### config.mk
export PLATFORM = sky130hd
export DESIGN_NAME = fetch_aligner_flat
export DESIGN_NICKNAME = d
export VERILOG_FILES = /design/src/rtl/fetch_aligner_pkg.sv /design/src/rtl/fetch_aligner_if.sv /design/src/rtl/fetch_aligner.sv /design/src/flat_wrapper.sv
export SDC_FILE = /design/constraint.sdc
export NUM_CORES = 1
export LEC_CHECK = 0
export BUFFER_PORTS_ARGS = -buffer_cell sky130_fd_sc_hd__buf_4
export CORE_MARGIN = 2
export CORE_UTILIZATION = 44
export CTS_CLUSTER_DIAMETER = 200
export DETAILED_ROUTE_END_ITERATION = 8
export GPL_ROUTABILITY_DRIVEN = 0
export PLACE_DENSITY = 0.7
export SLEW_MARGIN = 40
export SYNTH_ARGS = -nofsm -noshare
export SYNTH_HDL_FRONTEND = slang
export SYNTH_SLANG_ARGS = --single-unit
### constraint.sdc
create_clock -name clk -period 3.4 [get_ports clk]
set_input_delay 0.34 -clock clk [delete_from_list [all_inputs] [get_ports clk]]
set_output_delay 0.34 -clock clk [all_outputs]
set_load 0.02 [all_outputs]
### src/rtl/fetch_aligner_pkg.sv
// +--------------------------------------------------------------------+
// | fetch_aligner_pkg : shared core constants, fetch FSM states         |
// | Rev 1.0                                                             |
// +--------------------------------------------------------------------+
`default_nettype none

package fetch_aligner_pkg;

    localparam logic [31:0] RESET_PC_DEFAULT = 32'h0000_0000;

    typedef enum logic [1:0] {
        ST_FETCH = 2'd0,
        ST_WAIT  = 2'd1,
        ST_DROP  = 2'd2
    } fetch_state_e;

    localparam logic [31:0] INST_NOP    = 32'h0000_0013;
    localparam logic [6:0]  OPC_OP_IMM  = 7'b001_0011;
    localparam logic [6:0]  OPC_OP      = 7'b011_0011;
    localparam logic [6:0]  OPC_LUI     = 7'b011_0111;
    localparam logic [6:0]  OPC_BRANCH  = 7'b110_0011;
    localparam logic [6:0]  OPC_JAL     = 7'b110_1111;
    localparam logic [6:0]  OPC_JALR    = 7'b110_0111;
    localparam logic [6:0]  OPC_LOAD    = 7'b000_0011;
    localparam logic [6:0]  OPC_STORE   = 7'b010_0011;

    localparam logic [15:0] C_NOP       = 16'h0001;
    localparam logic [1:0]  C_QUAD0     = 2'b00;
    localparam logic [1:0]  C_QUAD1     = 2'b01;
    localparam logic [1:0]  C_QUAD2     = 2'b10;
    localparam logic [1:0]  QUAD_FULL32 = 2'b11;

    function automatic logic is_compressed(input logic [15:0] parcel);
        return parcel[1:0] != QUAD_FULL32;
    endfunction

endpackage

`default_nettype wire

### src/rtl/fetch_aligner_if.sv
// +--------------------------------------------------------------------+
// | fetch_aligner_if : memory, redirect and instruction-output bundle   |
// | Rev 1.0                                                             |
// +--------------------------------------------------------------------+
`default_nettype none

interface fetch_aligner_if;
    logic        Mem_Req;
    logic [31:0] Mem_Addr;
    logic        Mem_Valid;
    logic [31:0] Mem_Rdata;
    logic        Redirect;
    logic [31:0] Redirect_PC;
    logic        Stall;
    logic [31:0] Inst_Out;
    logic        Inst_Valid;
    logic [31:0] Inst_PC;
    logic        Inst_Compr;

    modport master (
        output Mem_Req, Mem_Addr, Inst_Out, Inst_Valid, Inst_PC, Inst_Compr,
        input  Mem_Valid, Mem_Rdata, Redirect, Redirect_PC, Stall
    );

    modport slave (
        input  Mem_Req, Mem_Addr, Inst_Out, Inst_Valid, Inst_PC, Inst_Compr,
        output Mem_Valid, Mem_Rdata, Redirect, Redirect_PC, Stall
    );
endinterface

`default_nettype wire

### src/rtl/fetch_aligner.sv
// +--------------------------------------------------------------------+
// | fetch_aligner : word fetch into a 3-halfword queue, emits 16/32-bit |
// | instruction parcels with their PC. Rev 1.0                          |
// +--------------------------------------------------------------------+
`default_nettype none

module fetch_aligner
    import fetch_aligner_pkg::*;
#(
    parameter logic [31:0] RESET_PC = RESET_PC_DEFAULT
) (
    input  wire logic       clk,
    input  wire logic       rst,
    fetch_aligner_if.master bus
);

    fetch_state_e state, state_next;

    // queue holds {hw2, hw1, hw0}; hw0 is the oldest halfword
    logic [47:0] queue, queue_next;
    logic [1:0]  count, count_next;
    logic [31:0] inst_pc, inst_pc_next;
    logic [29:0] fetch_word, fetch_word_next;
    logic        skip_half, skip_half_next;

    logic [15:0] hw0, hw1;
    logic        compr;
    logic        inst_valid;
    logic        consume;
    logic        mem_req;
    logic        append;
    logic [1:0]  popped;
    logic [1:0]  remaining;
    logic [1:0]  appended;
    logic [47:0] shifted;

    assign hw0        = queue[15:0];
    assign hw1        = queue[31:16];
    assign compr      = is_compressed(hw0);
    assign inst_valid = !rst && !bus.Redirect &&
                        ((count >= 2'd2) || ((count == 2'd1) && compr));
    assign consume    = inst_valid && !bus.Stall;
    assign popped     = consume ? (compr ? 2'd1 : 2'd2) : 2'd0;
    assign remaining  = count - popped;
    // the queue can take a whole word only once at most one halfword survives this cycle
    assign mem_req    = (state == ST_FETCH) && !rst && !bus.Redirect && (remaining <= 2'd1);
    assign append     = (state == ST_WAIT) && bus.Mem_Valid && !bus.Redirect;
    assign appended   = append ? (skip_half ? 2'd1 : 2'd2) : 2'd0;
    assign shifted    = queue >> {popped, 4'b0000};

    assign bus.Mem_Req    = mem_req;
    assign bus.Mem_Addr   = {fetch_word, 2'b00};
    assign bus.Inst_Out   = compr ? {16'h0000, hw0} : {hw1, hw0};
    assign bus.Inst_Valid = inst_valid;
    assign bus.Inst_PC    = inst_pc;
    assign bus.Inst_Compr = compr;

    always_ff @(posedge clk) begin
        if (rst) begin
            state      <= ST_FETCH;
            queue      <= '0;
            count      <= 2'd0;
            inst_pc    <= RESET_PC;
            fetch_word <= RESET_PC[31:2];
            skip_half  <= RESET_PC[1];
        end else begin
            state      <= state_next;
            queue      <= queue_next;
            count      <= count_next;
            inst_pc    <= inst_pc_next;
            fetch_word <= fetch_word_next;
            skip_half  <= skip_half_next;
        end
    end

    always_comb begin
        state_next      = state;
        queue_next      = queue;
        count_next      = count;
        inst_pc_next    = inst_pc;
        fetch_word_next = fetch_word;
        skip_half_next  = skip_half;

        if (bus.Redirect) begin
            count_next      = 2'd0;
            inst_pc_next    = {bus.Redirect_PC[31:1], 1'b0};
            fetch_word_next = bus.Redirect_PC[31:2];
            skip_half_next  = bus.Redirect_PC[1];
            // a response landing in the redirect cycle is simply discarded
            if (state == ST_WAIT) begin
                state_next = bus.Mem_Valid ? ST_FETCH : ST_DROP;
            end else if ((state == ST_DROP) && bus.Mem_Valid) begin
                state_next = ST_FETCH;
            end
        end else begin
            queue_next = shifted;
            if (append) begin
                case (remaining)
                    2'd0: begin
                        if (skip_half) queue_next[15:0]  = bus.Mem_Rdata[31:16];
                        else           queue_next[31:0]  = bus.Mem_Rdata;
                    end
                    2'd1: begin
                        if (skip_half) queue_next[31:16] = bus.Mem_Rdata[31:16];
                        else           queue_next[47:16] = bus.Mem_Rdata;
                    end
                    default: queue_next[47:32] = bus.Mem_Rdata[31:16];
                endcase
            end
            count_next = remaining + appended;

            if (consume) begin
                inst_pc_next = inst_pc + (compr ? 32'd2 : 32'd4);
            end

            case (state)
                ST_FETCH: begin
                    if (mem_req) begin
                        state_next      = ST_WAIT;
                        fetch_word_next = fetch_word + 30'd1;
                    end
                end
                ST_WAIT: begin
                    if (bus.Mem_Valid) begin
                        state_next     = ST_FETCH;
                        skip_half_next = 1'b0;
                    end
                end
                ST_DROP: begin
                    if (bus.Mem_Valid) state_next = ST_FETCH;
                end
                default: state_next = ST_FETCH;
            endcase
        end
    end

endmodule

`default_nettype wire

### src/flat_wrapper.sv
// flat-port wrapper written by rule: the top's interface ports become plain ports
module fetch_aligner_flat import fetch_aligner_pkg::*;
#(
    parameter logic [31:0] RESET_PC = RESET_PC_DEFAULT
)
  (clk, rst, bus_Mem_Req, bus_Mem_Addr, bus_Inst_Out, bus_Inst_Valid, bus_Inst_PC, bus_Inst_Compr, bus_Mem_Valid, bus_Mem_Rdata, bus_Redirect, bus_Redirect_PC, bus_Stall);
  fetch_aligner_if bus_i ();
  input  wire logic clk;
  input  wire logic rst;
  output wire logic [$bits(bus_i.Mem_Req)-1:0] bus_Mem_Req;
  output wire logic [$bits(bus_i.Mem_Addr)-1:0] bus_Mem_Addr;
  output wire logic [$bits(bus_i.Inst_Out)-1:0] bus_Inst_Out;
  output wire logic [$bits(bus_i.Inst_Valid)-1:0] bus_Inst_Valid;
  output wire logic [$bits(bus_i.Inst_PC)-1:0] bus_Inst_PC;
  output wire logic [$bits(bus_i.Inst_Compr)-1:0] bus_Inst_Compr;
  input wire logic [$bits(bus_i.Mem_Valid)-1:0] bus_Mem_Valid;
  input wire logic [$bits(bus_i.Mem_Rdata)-1:0] bus_Mem_Rdata;
  input wire logic [$bits(bus_i.Redirect)-1:0] bus_Redirect;
  input wire logic [$bits(bus_i.Redirect_PC)-1:0] bus_Redirect_PC;
  input wire logic [$bits(bus_i.Stall)-1:0] bus_Stall;
  assign bus_Mem_Req = bus_i.Mem_Req;
  assign bus_Mem_Addr = bus_i.Mem_Addr;
  assign bus_Inst_Out = bus_i.Inst_Out;
  assign bus_Inst_Valid = bus_i.Inst_Valid;
  assign bus_Inst_PC = bus_i.Inst_PC;
  assign bus_Inst_Compr = bus_i.Inst_Compr;
  assign bus_i.Mem_Valid = bus_Mem_Valid;
  assign bus_i.Mem_Rdata = bus_Mem_Rdata;
  assign bus_i.Redirect = bus_Redirect;
  assign bus_i.Redirect_PC = bus_Redirect_PC;
  assign bus_i.Stall = bus_Stall;
  fetch_aligner #(.RESET_PC(RESET_PC)) u_core (.clk(clk), .rst(rst), .bus(bus_i));
endmodule
; ---- Word level (Yosys, flattened, before mapping)
; Index checks and enable logic that the tools add are counted.
[totals]
output_inout_bits = 99
latch_bits = 0
elab_cells = 76
ramBits = 0
romBits = 0
in_bits = 69
register_bits = 115
mem_count = 0
[classes]
n_eq_ne = 8
mul = 0
n_bitwise = 0
div = 0
mux = 28
add_sub_neg = 4
n_lt_le_gt_ge = 2
n_shift = 1
n_reduce_logical = 26
[op_table]
columns = op, n
row1 = 2-to-1 mux 32 bit, 3
row2 = 2-to-1 mux 30 bit, 3
row3 = 2-to-1 mux 16 bit, 4
row4 = case mux 16 bit (2 select lines), 2
row5 = 2-to-1 mux 48 bit, 1
row6 = >> shifter 48 x 6 -> 48 bit, 1
row7 = adder 32 bit, 1
row8 = adder 30 x 1 -> 30 bit (second input constant), 1
row9 = 2-to-1 mux 2 bit, 10
row10 = logical AND 1 bit, 10
row11 = nonzero test 2 bit, 5
row12 = equality test 2 x 1 -> 1 bit (second input constant), 3
row13 = != test 3 x 1 -> 1 bit (second input constant), 2
row14 = zero test 2 bit, 2
row15 = case mux 2 bit (2 select lines), 1
row16 = AND reduction 2 bit, 2
row17 = OR reduction 2 bit, 2
row18 = zero test 1 bit, 3
row19 = 2-to-1 mux 1 bit, 3
row20 = 2-to-1 mux 3 bit, 1
row21 = != test 3 bit (second input constant), 1
row22 = AND reduction 3 bit, 1
row23 = adder 2 bit, 1
row24 = equality test 2 bit (second input constant), 1
row25 = 5 further kinds, 5

; ---- Longest topological paths before layout
[depth]
depth_word = 12
mapped_depth = 13
ltp_nobuf = 9

; ---- Worst setup path before layout
; Ideal clock, no wire load.
[synth_path]
path_type = input -> register
startpoint = input port bus_Redirect
endpoint = register u_core.queue[43]
path_buffers = 4
path_stages = 12
path_slack_ns = 0.022
arrival_time_ns = 3.304
cell_sequence = buf_2 > or2_2 > nor4_4 > clkbuf_1 > ha_1 > clkbuf_1 > xor2_1 > nand3_1 > a21oi_1 > buf_2 > o211ai_1 > a31oi_1
[synth_via]
elab_chain_cells = 9
word_cells_on_any_way = 13
classes_between = add/sub (1) / eq/ne (1) / shift (1) / mux (4) / reduce/logical (6)
[synth_lines]
columns = item, line
row1 = "start, declared", flat_wrapper.sv:18  ; input wire logic [$bits(bus_i.Redirect)-1:0] bus_Redirect;
row2 = zero test 1 bit, "fetch_aligner.sv:40, fetch_aligner.sv:47"
row3 = logical AND 1 bit (2 in series), fetch_aligner.sv:40  ; assign inst_valid = !rst && !bus.Redirect &&
row4 = logical AND 1 bit, fetch_aligner.sv:42  ; assign consume = inst_valid && !bus.Stall;
row5 = 2-to-1 mux 2 bit, fetch_aligner.sv:43  ; assign popped = consume ? (compr ? 2'd1 : 2'd2) : 2'd0;
row6 = >> shifter 48 x 6 -> 48 bit / subtractor 2 bit (equally long branches), "fetch_aligner.sv:49, fetch_aligner.sv:44"
row7 = 2-to-1 mux 16 bit (tied with other cells), fetch_aligner.sv:104  ; if (skip_half) queue_next[31:16] = bus.Mem_Rdata[31:16];
row8 = case mux 16 bit (2 select lines), fetch_aligner.sv:98  ; case (remaining)
row9 = 2-to-1 mux 48 bit, fetch_aligner.sv:97  ; if (append) begin
row10 = "end signal, assigned", fetch_aligner.sv:68  ; queue <= queue_next;
row11 = "end, declared", fetch_aligner.sv:20  ; logic [47:0] queue, queue_next;
; Several ways; a longest one is shown, not always the timed one.
; A chain may end at the register's enable or synchronous reset.

; ---- Worst setup path after layout
[layout_path]
startpoint = register u_core.queue[1]
endpoint = output port bus_Mem_Req
[layout_via]
elab_chain_cells = 9
word_cells_on_any_way = 10
classes_between = add/sub (1) / order compare (1) / eq/ne (1) / mux (2) / reduce/logical (5)
[layout_lines]
columns = item, line
row1 = != test 2 bit (*), fetch_aligner_pkg.sv:34  ; return parcel[1:0] != QUAD_FULL32;
row2 = logical AND 1 bit, fetch_aligner.sv:41  ; ((count >= 2'd2) || ((count == 2'd1) && compr));
row3 = logical OR 1 bit, fetch_aligner.sv:41
row4 = logical AND 1 bit, fetch_aligner.sv:40
row5 = logical AND 1 bit, fetch_aligner.sv:42
row6 = 2-to-1 mux 2 bit (*), fetch_aligner.sv:43
row7 = subtractor 2 bit (*), fetch_aligner.sv:44  ; assign remaining = count - popped;
row8 = <= comparator 2 x 1 -> 1 bit (*), fetch_aligner.sv:46  ; assign mem_req = (state == ST_FETCH) && !rst && !bus.Redirect && (remaining <= 2'd1);
row9 = logical AND 1 bit (*), fetch_aligner.sv:46
row10 = "end, declared", flat_wrapper.sv:10  ; output wire logic [$bits(bus_i.Mem_Req)-1:0] bus_Mem_Req;
; Every way passes the cells marked *; elsewhere a longest branch is shown, timed or not.

==> flow_metrics.py <==
metrics = {
    "clock_tree": {
        "cts_tree": "built",
        "clock_latency_ps": 430,
        "htree_levels": 4,
        "cts.sinks": 114,
        "cts-root-buf": "clkbuf_16",
        "path_clk_slew_ps": 60,
        "hold_buffers": 0,
        "cts_resized": 0,
        "cts_buffer_depth": 2,
        "numCtsBuffers": 17,
        "cts_setup_buffers": 0,
    },
    "power_and_ir_drop": {
        "internal-power_mw": 2.890,
        "swShare_pct": 27.62,
        "ir_drop_uv": 348.4,
        "switchingPower_mw": 1.103,
        "p_leak_nw": 3.403,
        "comb_power_share_pct": 14.7,
        "p_per_area_nw_per_um2": 438.5,
        "clockPowerShare_pct": 48.2,
        "seq_power_share_pct": 37.2,
    },
    "critical_path": {
        "cp_max_fo": 9,
        "cp.arrival_ps": 2820,
        "regToRegEndpoint": "u_core.queue[47]",
        "worstReg2RegStart": "u_core.queue[1]",
        "crit_type": "flop to output pin",
        "cp.buffers_inverters": 1,
        "r2r_slack_ps": 300,
        "required_ps": 3060,
        "reg2regPathDepth": 9,
        "worst_setup_path_end_kind": "output pin",
        "slowest_delay_ps": 350,
        "startpoint_type": "flop",
        "crit_chain": "and2_1 > nor4_4 > ha_1 > or3_1 > nand3_1 > nor2_1 > buf_4",
        "cp_top_family": "simple AND/OR/NAND/NOR gates",
        "cp_slowest_cell": "nand3_1",
    },
    "floorplanning": {
        "dieHeight_um": 131.8,
        "die_x_um": 131.8,
        "dieArea_um2": 17380,
        "core-area_um2": 15940,
        "core.rowCount": 46,
        "start_util_pct": 45.10,
        "io_pins": 168,
    },
    "timing": {
        "maxSlewViolCount": 0,
        "slew-limit-headroom_pct": 45.74,
        "tns_ps": 0,
        "period_share_pct": 92.91,
        "finalCriticalPeriod_ps": 3159,
        "max_freq_mhz": 316.6,
        "finClkSkew_ps": 8.257,
        "holdWs_ps": 141.0,
        "hold_viol_final": 0,
        "final-setup-viol-count": 0,
        "tightest_slew_ps": 806.7,
        "rsz0062_at_grt": "no",
    },
    "global_route": {
        "grt_first_pass_wirelength_mm": 39.76,
        "grt_use_total_pct": 28.58,
        "grt_max_degree": 74,
        "overflow": 0,
        "grt_pass1_vias": 7263,
        "antenna_found_initial": 0,
    },
    "drt": {
        "drtPass1Iterations": 6,
        "vias": 7771,
        "drt-vias-per-instance": 6.177,
        "antenna_left": 0,
        "drc": 0,
        "drt-total-wl_mm": 24.96,
        "wl_per_cell_um": 19.84,
        "drt_iter0_drc": 865,
    },
    "yosys": {
        "synthDistinctLibCells": 71,
        "yosysWarnings": 0,
        "synth_top_area_share_pct": 31.74,
        "synth_seq_cells": 114,
        "ys.flop_type": "dfxtp_1",
        "synth_top_area_cell": "dfxtp_1",
        "async_flop_share_pct": 0,
        "synth_commonest_cells": "dfxtp_1 (114), nand2_1 (94), nand3_1 (62)",
        "seq_area_frac_synth_pct": 31.74,
        "synth_cells": 912,
        "avgSynthCellArea_um2": 7.884,
        "synth-edff-count": 0,
        "synth_area_leaders": "dfxtp_1 (32%), nand2_1 (4.9%), nand3_1 (4.3%), a21oi_1 (3.5%), o211ai_1 (3.5%)",
        "syn_area_um2": 7191,
        "synth.most_common_cell": "dfxtp_1",
    },
    "placed_design": {
        "dpl_cell_area_um2": 8481,
        "numPortBuffers": 163,
        "place_inst": 1226,
        "dp_hpwl_mm": 17.19,
    },
    "run_status": {
        "status": "finished, final reports clean",
    },
    "final_layout": {
        "fin_cells": 1258,
        "num_antenna_cells": 0,
        "syn2layout_area_growth_pct": 26.66,
        "drive_gt1_share_pct": 23.90,
        "fin_nets": 1107,
        "design_area_um2": 9107,
    },
    "flow_run": {
        "max_cap_violations": 0,
    },
    "worst_hold_path": {
        "whs_path_depth": 3,
        "holdCritPathClass": "input port to flop",
        "worstHoldStart": "bus_Redirect_PC[23]",
        "worst_hold_path.endpoint": "u_core.bus.Inst_PC[23]",
    },
}
-- how the worst max path moves through the flow --
stage | startpoint | to | cells after the start
after floorplan | bus_Redirect | u_core.queue[43] | 12
after global placement | bus_Redirect | u_core.queue[44] | 10
after detailed placement | bus_Redirect | u_core.queue[47] | 10
after CTS | u_core.queue[1] | bus_Mem_Req | 7
after global routing | u_core.count[1] | u_core.queue[47] | 9
final | u_core.queue[1] | bus_Mem_Req | 7
-- tightest hold or removal path, stage by stage --
cell and delay [ps]:
buf_4 80, nand2_1 50, o21ai_0 60
-- logic make-up after synthesis --
family | Yosys count | synth area share (%)
compound gates | 273 | 26.22
xor+xnor | 36 | 4.385
buf+inv | 115 | 7.430
mux | 22 | 3.219
fa+ha+maj | 9 | 1.671
simple gates | 342 | 25.28
other cells | 1 | 0.05215
flops | 114 | 31.74
-- flip-flops by register name, indices dropped and copies added (netlist names) --
register and count:
u_core.state 2, u_core.bus.Inst_PC 31, u_core.count 2, u_core.skip_half 1, u_core.queue 48, u_core.fetch_word 30
-- cell type report --
| cell class | instances | area [um2] |
|---|---|---|
| Fill cell | 1506 | 6835 |
| Multi-Input combinational cell | 685 | 4403 |
| Sequential cell | 114 | 2282 |
| Timing Repair Buffer | 192 | 1454 |
| Clock buffer | 18 | 439.2 |
| Tap cell | 216 | 270.3 |
| Clock inverter | 14 | 187.7 |
| Inverter | 19 | 71.32 |
-- through the flow --
| step | power (mW) | util [%] | setup WS [ps] |
|---|---|---|---|
| floorplan | 1.831 | - | 22.17 |
| global placement | 2.080 | 53.11 | 377.4 |
| detailed placement | 2.088 | 53.19 | 268.9 |
| CTS | 3.998 | 57.13 | 247.6 |
| global route | 4.115 | 57.13 | 17.68 |
| finish | 3.994 | 57.13 | 241.2 |
-- routing by layer --
metal  track usage, %  wire (um)
met1            40.13      11070
met2            42.23      10810
met3            6.113       2286
met4            12.26        793
met5                0          0
-- cells in the final DEF (no fill, tap or decap), types with 19 or more instances in the layout --
master	n
o21a_1	19
o211ai_1	34
o21ai_0	35
buf_4	191
nand3_1	62
and3_1	26
nand2_1	94
nand4_1	20
nor2_1	36
dfxtp_1	114
xnor2_1	29
a211oi_1	23
a21oi_1	51
nor3_1	25
-- power by group through the flow --
stage / Clock (mW) / Sequential [mW] / Combinational (mW)
finish: 1.92 / 1.48 / 0.586
global route: 1.99 / 1.49 / 0.630
CTS: 1.93 / 1.48 / 0.580
detailed placement: 0 / 1.51 / 0.577
global placement: 0 / 1.51 / 0.570
floorplan: 0 / 1.55 / 0.282
Power figures use the tool's default switching activity.
